File: config.mk
export PLATFORM = sky130hd
export DESIGN_NAME = pc_fetch_unit
export DESIGN_NICKNAME = d
export VERILOG_FILES = /design/src/rtl/mips_pkg.sv /design/src/rtl/pc_next_logic.sv /design/src/rtl/pc_fetch_unit.sv
export SDC_FILE = /design/constraint.sdc
export NUM_CORES = 1
export LEC_CHECK = 0
export BUFFER_PORTS_ARGS = -buffer_cell sky130_fd_sc_hd__buf_2
export CORE_MARGIN = 3
export CORE_UTILIZATION = 50
export CTS_CLUSTER_DIAMETER = 150
export DETAILED_ROUTE_END_ITERATION = 16
export PLACE_DENSITY = 0.81
export SYNTH_ARGS = -nofsm -noshare
export SYNTH_HDL_FRONTEND = slang
export SYNTH_SLANG_ARGS = --single-unit
File: constraint.sdc
create_clock -name clk -period 5.8 [get_ports clk]
set_clock_uncertainty 0.15 [all_clocks]
set_input_delay 0.58 -clock clk [delete_from_list [all_inputs] [get_ports clk]]
set_output_delay 0.58 -clock clk [all_outputs]
set_load 0.05 [all_outputs]
File: src/rtl/mips_pkg.sv
// Shared constants and types for the MIPS single-cycle core.
// Holds the default memory geometry and reset PC used by the fetch stage.
package mips_pkg;

    typedef logic [31:0] word_t;

    localparam int unsigned WORD_BYTES = 32'd4;
    localparam int unsigned IMEM_WORDS = 32'd64;
    localparam word_t       RESET_PC   = 32'h0000_0000;

    localparam logic [5:0]  OP_BEQ     = 6'b000100;
    localparam logic [5:0]  OP_J       = 6'b000010;

    // A fetch address is legal only on a word boundary.
    function automatic logic is_word_aligned(input word_t addr);
        is_word_aligned = (addr[1:0] == 2'b00);
    endfunction

endpackage

File: src/rtl/pc_next_logic.sv
// Combinational next-PC selection for the fetch stage.
// Produces pc+4, the prioritised candidate PC, and its range flags.
module pc_next_logic
    import mips_pkg::*;
#(
    parameter int unsigned IMEM_WORDS = mips_pkg::IMEM_WORDS
) (
    input  word_t       pc,
    input  logic        branch_taken,
    input  word_t       branch_offset,
    input  logic        jump,
    input  logic [25:0] jump_index,
    output word_t       pc_plus4,
    output word_t       candidate,
    output logic        seq_oob,
    output logic        ctl_bad
);

    localparam word_t PC_LIMIT = word_t'(IMEM_WORDS * WORD_BYTES);

    word_t branch_target_s;
    word_t jump_target_s;
    logic  is_ctl_s;

    // Jump beats branch beats sequential; the flags classify the chosen path.
    always_comb begin
        pc_plus4        = pc + 32'd4;
        branch_target_s = pc_plus4 + (branch_offset << 2);
        jump_target_s   = {pc_plus4[31:28], jump_index, 2'b00};
        candidate       = pc_plus4;
        is_ctl_s        = 1'b0;
        if (jump) begin
            candidate = jump_target_s;
            is_ctl_s  = 1'b1;
        end else if (branch_taken) begin
            candidate = branch_target_s;
            is_ctl_s  = 1'b1;
        end else begin
            candidate = pc_plus4;
            is_ctl_s  = 1'b0;
        end
        seq_oob = !is_ctl_s && (candidate >= PC_LIMIT);
        ctl_bad = is_ctl_s && ((candidate >= PC_LIMIT) || !is_word_aligned(candidate));
    end

endmodule

File: src/rtl/pc_fetch_unit.sv
// Program counter and fetch sequencing: holds the PC, applies redirects,
// and latches sticky halt/fault status plus a fetch counter.
module pc_fetch_unit
    import mips_pkg::*;
#(
    parameter word_t       RESET_PC   = mips_pkg::RESET_PC,
    parameter int unsigned IMEM_WORDS = mips_pkg::IMEM_WORDS
) (
    input  logic        clk,
    input  logic        reset,
    input  logic        stall,
    input  logic        branch_taken,
    input  logic [31:0] branch_offset,
    input  logic        jump,
    input  logic [25:0] jump_index,
    input  logic [31:0] instruction,
    output logic [31:0] pc,
    output logic [31:0] pc_plus4,
    output logic [31:0] instr_out,
    output logic        halted,
    output logic        fault,
    output logic [31:0] fetch_count
);

    word_t pc_r;
    logic  halted_r;
    logic  fault_r;
    word_t count_r;

    word_t pc_plus4_s;
    word_t candidate_s;
    logic  seq_oob_s;
    logic  ctl_bad_s;

    pc_next_logic #(
        .IMEM_WORDS (IMEM_WORDS)
    ) u_next (
        .pc            (pc_r),
        .branch_taken  (branch_taken),
        .branch_offset (branch_offset),
        .jump          (jump),
        .jump_index    (jump_index),
        .pc_plus4      (pc_plus4_s),
        .candidate     (candidate_s),
        .seq_oob       (seq_oob_s),
        .ctl_bad       (ctl_bad_s)
    );

    // HALT and FAULT are absorbing; an illegal target leaves pc on the last legal address.
    always_ff @(posedge clk) begin
        if (reset) begin
            pc_r     <= RESET_PC;
            halted_r <= 1'b0;
            fault_r  <= 1'b0;
            count_r  <= 32'd0;
        end else if (halted_r || fault_r || stall) begin
            pc_r     <= pc_r;
            halted_r <= halted_r;
            fault_r  <= fault_r;
            count_r  <= count_r;
        end else if (seq_oob_s) begin
            halted_r <= 1'b1;
        end else if (ctl_bad_s) begin
            fault_r  <= 1'b1;
        end else begin
            pc_r     <= candidate_s;
            count_r  <= count_r + 32'd1;
        end
    end

    assign pc          = pc_r;
    assign pc_plus4    = pc_plus4_s;
    assign instr_out   = instruction;
    assign halted      = halted_r;
    assign fault       = fault_r;
    assign fetch_count = count_r;

endmodule

==> out/qor.tcl <==
set qor(grt_pass1_vias) 6043
set qor(n_antenna_cell) 0
set qor(postCtsSetupBuffers) 0
set qor(area_growth_pct) 17.1
set qor(dr.first_iter.drc_count) 659
set qor(synth_top_flop_cell) {sky130_fd_sc_hd__dfxtp_1}
set qor(cts_tree) {done}
set qor(synthSimpleGateAreaFrac) 0.295
set qor(hold_viol) 0
set qor(rows) 39
set qor(synth_mux_area_frac) 0.0136
set qor(yosysMostFrequentCell) {sky130_fd_sc_hd__a21oi_1}
set qor(vdd_drop_max_v) 0.000140
set qor(largest_net_degree_at_the_start_of_global_routing) 71
set qor(critical_path.startpoint_type) {flop}
set qor(post-place-cells) 1047
set qor(wirelength_um) 19500
set qor(synth_async_reset_ratio) 0
set qor(min_period_ns) 5.43
set qor(synth_top_cell_area_share) 0.217
set qor(chipWidth_um) 116
set qor(leakage_nw) 3.04
set qor(fraction_of_layout_instances_using_a_drive_strength_above_1) 0.226
set qor(post_drt_wl_per_cell_um) 18.3
set qor(grt_overflow) 0
set qor(grt_first_pass_wirelength_um) 30900
set qor(synthXorXnorAreaFrac) 0.0704
set qor(num-nets-final) 1045
set qor(post_synth_main_area_contributors) {sky130_fd_sc_hd__dfxtp_1, sky130_fd_sc_hd__ha_1, sky130_fd_sc_hd__a21oi_1}
set qor(post_synthesis_compound_gate_area_fraction) 0.240
set qor(final_antenna_net_count) 0
set qor(finalMaxSlewViolations) 0
set qor(fillerInstances) 1085
set qor(htree_levels) 3
set qor(totalNegativeSetupSlack_ns) 0
set qor(drt_pass1_iterations) 5
set qor(tritoncts.num_buffers) 9
set qor(timing.hold.ws_ns) 0.330
set qor(yosys.area.top_type) {sky130_fd_sc_hd__dfxtp_1}
set qor(synth-seq-area-share) 0.217
set qor(area_of_combinational_cells_with_multiple_inputs_sq_mm) 0.00427
set qor(floorplan.die_area_sq_mm) 0.0135
set qor(instances_no_fill) 1063
set qor(initial_core_util) 0.522
set qor(criticalPathCategory) {flop to flop}
set qor(number_of_storage_elements_in_the_synthesis_netlist) 66
set qor(number_of_buffer_cells_added_on_primary_ports) 158
set qor(cp_data_arrival_time_ns) 5.52
set qor(route.vias.total) 6818
set qor(yosys.cell_types.count) 65
set qor(gp_congestion) 0.963
set qor(syn_avg_cell_area_sq_um) 7.50
set qor(cts_root_buffer) {sky130_fd_sc_hd__clkbuf_16}
set qor(route.detailed.drc) 0
set qor(area_of_the_core_sq_mm) 0.0117
set qor(maxSlewHeadroom) 0.558
set qor(max_freq_ghz) 0.184
set qor(cts.clk_slew.worst_paths_ns) 0.06
set qor(synthTopCellsByCount) {sky130_fd_sc_hd__a21oi_1, sky130_fd_sc_hd__nand2_1, sky130_fd_sc_hd__dfxtp_1}
set qor(critical_path_required_time_ns) 5.89
set qor(max-clock-path-buffers) 2
set qor(critical_path.endpoint_type) {flop}
set qor(powerDensity_mw_per_mm2) 165
set qor(fp.dieH_um) 116
set qor(crit_fanout) 44
set qor(setup_viol) 0
set qor(mappedNetlistArea_sq_mm) 0.00609
set qor(dp_hpwl_um) 14700
set qor(number_of_flops_mapped_to_enable_cells_by_yosys) 0
set qor(status) {completed}
set qor(yosysWarnings) 0
set qor(synth_fa_ha_area_frac) 0.0731
set qor(post_drt_via_cell_ratio) 6.41
set qor(main_combinational_cell_family_by_area_after_synthesis) {simple AND/OR/NAND/NOR gates}
set qor(clkLatencyLatePin_ns) 0.32
set qor(gr-usage-all-layers) 0.281
set qor(min_period_over_period) 0.937
set qor(worstMarginPinSlew_ns) 0.663
set qor(floorplan.io_pins) 225
set qor(timing.max_cap.violations) 0
set qor(rsz0062_at_grt) {false}
set qor(hold_crit_path_type) {flop to flop}
set qor(synth_cells) 812
set qor(syn-num-nets) 942
set qor(clock-sinks) 66
set qor(antenna_found_initial) 0
set qor(layout.area.seq_sq_mm) 0.00132
==> layout by cell type, fill, tap and decap left out, types with 3 or more instances in the layout <==
cell                        count
sky130_fd_sc_hd__buf_2        158
sky130_fd_sc_hd__a21oi_1       77
sky130_fd_sc_hd__nand2_1       71
sky130_fd_sc_hd__dfxtp_1       66
sky130_fd_sc_hd__nor2_1        44
sky130_fd_sc_hd__nand3_1       34
sky130_fd_sc_hd__ha_1          34
sky130_fd_sc_hd__or4_1         33
sky130_fd_sc_hd__xnor2_1       32
sky130_fd_sc_hd__o31ai_1       31
sky130_fd_sc_hd__o21ai_0       30
sky130_fd_sc_hd__inv_1         24
sky130_fd_sc_hd__nor3_1        23
sky130_fd_sc_hd__nand4_1       22
sky130_fd_sc_hd__nor3b_1       22
sky130_fd_sc_hd__and2_1        15
sky130_fd_sc_hd__xor2_1        14
sky130_fd_sc_hd__and3_1        14
sky130_fd_sc_hd__buf_4         14
sky130_fd_sc_hd__nor4_1        13
sky130_fd_sc_hd__and4_1        12
sky130_fd_sc_hd__a211oi_1      10
sky130_fd_sc_hd__clkbuf_16      9
sky130_fd_sc_hd__or3_1          7
sky130_fd_sc_hd__a21o_1         7
sky130_fd_sc_hd__o211ai_1       7
sky130_fd_sc_hd__mux2i_1        6
sky130_fd_sc_hd__a31oi_1        6
sky130_fd_sc_hd__a311oi_1       6
sky130_fd_sc_hd__o2111ai_1      5
sky130_fd_sc_hd__a211o_1        4
sky130_fd_sc_hd__or2_2          3
sky130_fd_sc_hd__xnor2_2        3
sky130_fd_sc_hd__o41ai_1        3
sky130_fd_sc_hd__a2111oi_0      3
sky130_fd_sc_hd__nand2b_1       3
sky130_fd_sc_hd__buf_12         3
==> path summary, 6_finish.rpt <==
path | from | cells after the start | endpoint | slack, ns
max | pc[2]$_SDFFE_PP0P_ | 18 | fetch_count[27]$_SDFFE_PP0P_ | 0.37
min | pc[0]$_SDFFE_PP0P_ | 1 | pc[0]$_SDFFE_PP0P_ | 0.33
min reg2reg | pc[0]$_SDFFE_PP0P_ | 1 | pc[0]$_SDFFE_PP0P_ | 0.33
max reg2reg | pc[2]$_SDFFE_PP0P_ | 18 | fetch_count[27]$_SDFFE_PP0P_ | 0.37
==> cell families after synthesis <==
family | Yosys count
simple gates | 326
compound gates | 221
buf+inv | 107
flops | 66
xor+xnor | 49
fa+ha+maj | 35
mux | 8
==> repair_timing <==
action | CTS | global route
gates resized for setup | 0 | 4
hold buffers | 0 | 0
setup endpoints to repair | 0 | 57
==> critical path, stage by stage (launching register included) <==
cell and delay, ns:
sky130_fd_sc_hd__dfxtp_1 0.45, sky130_fd_sc_hd__ha_1 0.28, sky130_fd_sc_hd__and4_1 0.33, sky130_fd_sc_hd__nand4_1 0.18
sky130_fd_sc_hd__buf_4 0.19, sky130_fd_sc_hd__nor3_1 0.19, sky130_fd_sc_hd__xor2_1 0.23, sky130_fd_sc_hd__ha_1 0.35
sky130_fd_sc_hd__a21oi_1 0.24, sky130_fd_sc_hd__o21ai_0 0.25, sky130_fd_sc_hd__a21oi_1 0.18, sky130_fd_sc_hd__inv_1 0.06
sky130_fd_sc_hd__or4_1 0.46, sky130_fd_sc_hd__a311oi_1 0.29, sky130_fd_sc_hd__and4_1 0.31, sky130_fd_sc_hd__nand3_4 0.22
sky130_fd_sc_hd__buf_12 0.26, sky130_fd_sc_hd__or4_1 0.52, sky130_fd_sc_hd__a21oi_1 0.19
==> per-stage QoR <==
step / power [mW] / setup WS [ns] / cell area, sq um / util
global placement: 0.610 / 0.472 / 6810 / 0.584
CTS: 1.18 / 0.257 / 7120 / 0.611
floorplan: 0.619 / 0.0253 / 6120 / -
finish: 1.18 / 0.366 / 7140 / 0.612
global route: 1.22 / 0.0165 / 7140 / 0.612
detailed placement: 0.611 / 0.347 / 6810 / 0.584
==> registers in the layout (all words and copies together) (netlist names) <==
register / count
fetch_count: 32
fault: 1
pc: 32
halted: 1
==> area by class of cell <==
| cell class | count | area share |
|---|---|---|
| clock buffers | 10 | 0.0321 |
| clock inverters | 6 | 0.0126 |
| inverters | 24 | 0.0126 |
| multi-input cells | 639 | 0.599 |
| flip-flops and latches | 66 | 0.185 |
| well taps | 143 | 0.0251 |
| repair buffers | 175 | 0.134 |
==> where the power goes <==
part / total, mW / switching [mW] / internal [mW]
clock network: 0.574 / 0.197 / 0.378
registers: 0.456 / 0.00137 / 0.455
logic: 0.149 / 0.0947 / 0.0538
total: 1.18 / 0.293 / 0.886
==> metal layers <==
metal | wire length (um) | GRT usage | vias up
met5 | 0 | 0 | -
met4 | 496 | 0.0727 | 0
met3 | 1590 | 0.0575 | 46
met2 | 8770 | 0.443 | 316
met1 | 8640 | 0.392 | 3209
li1 | - | - | 3247
No activity file was read; power rests on OpenSTA's default activity.
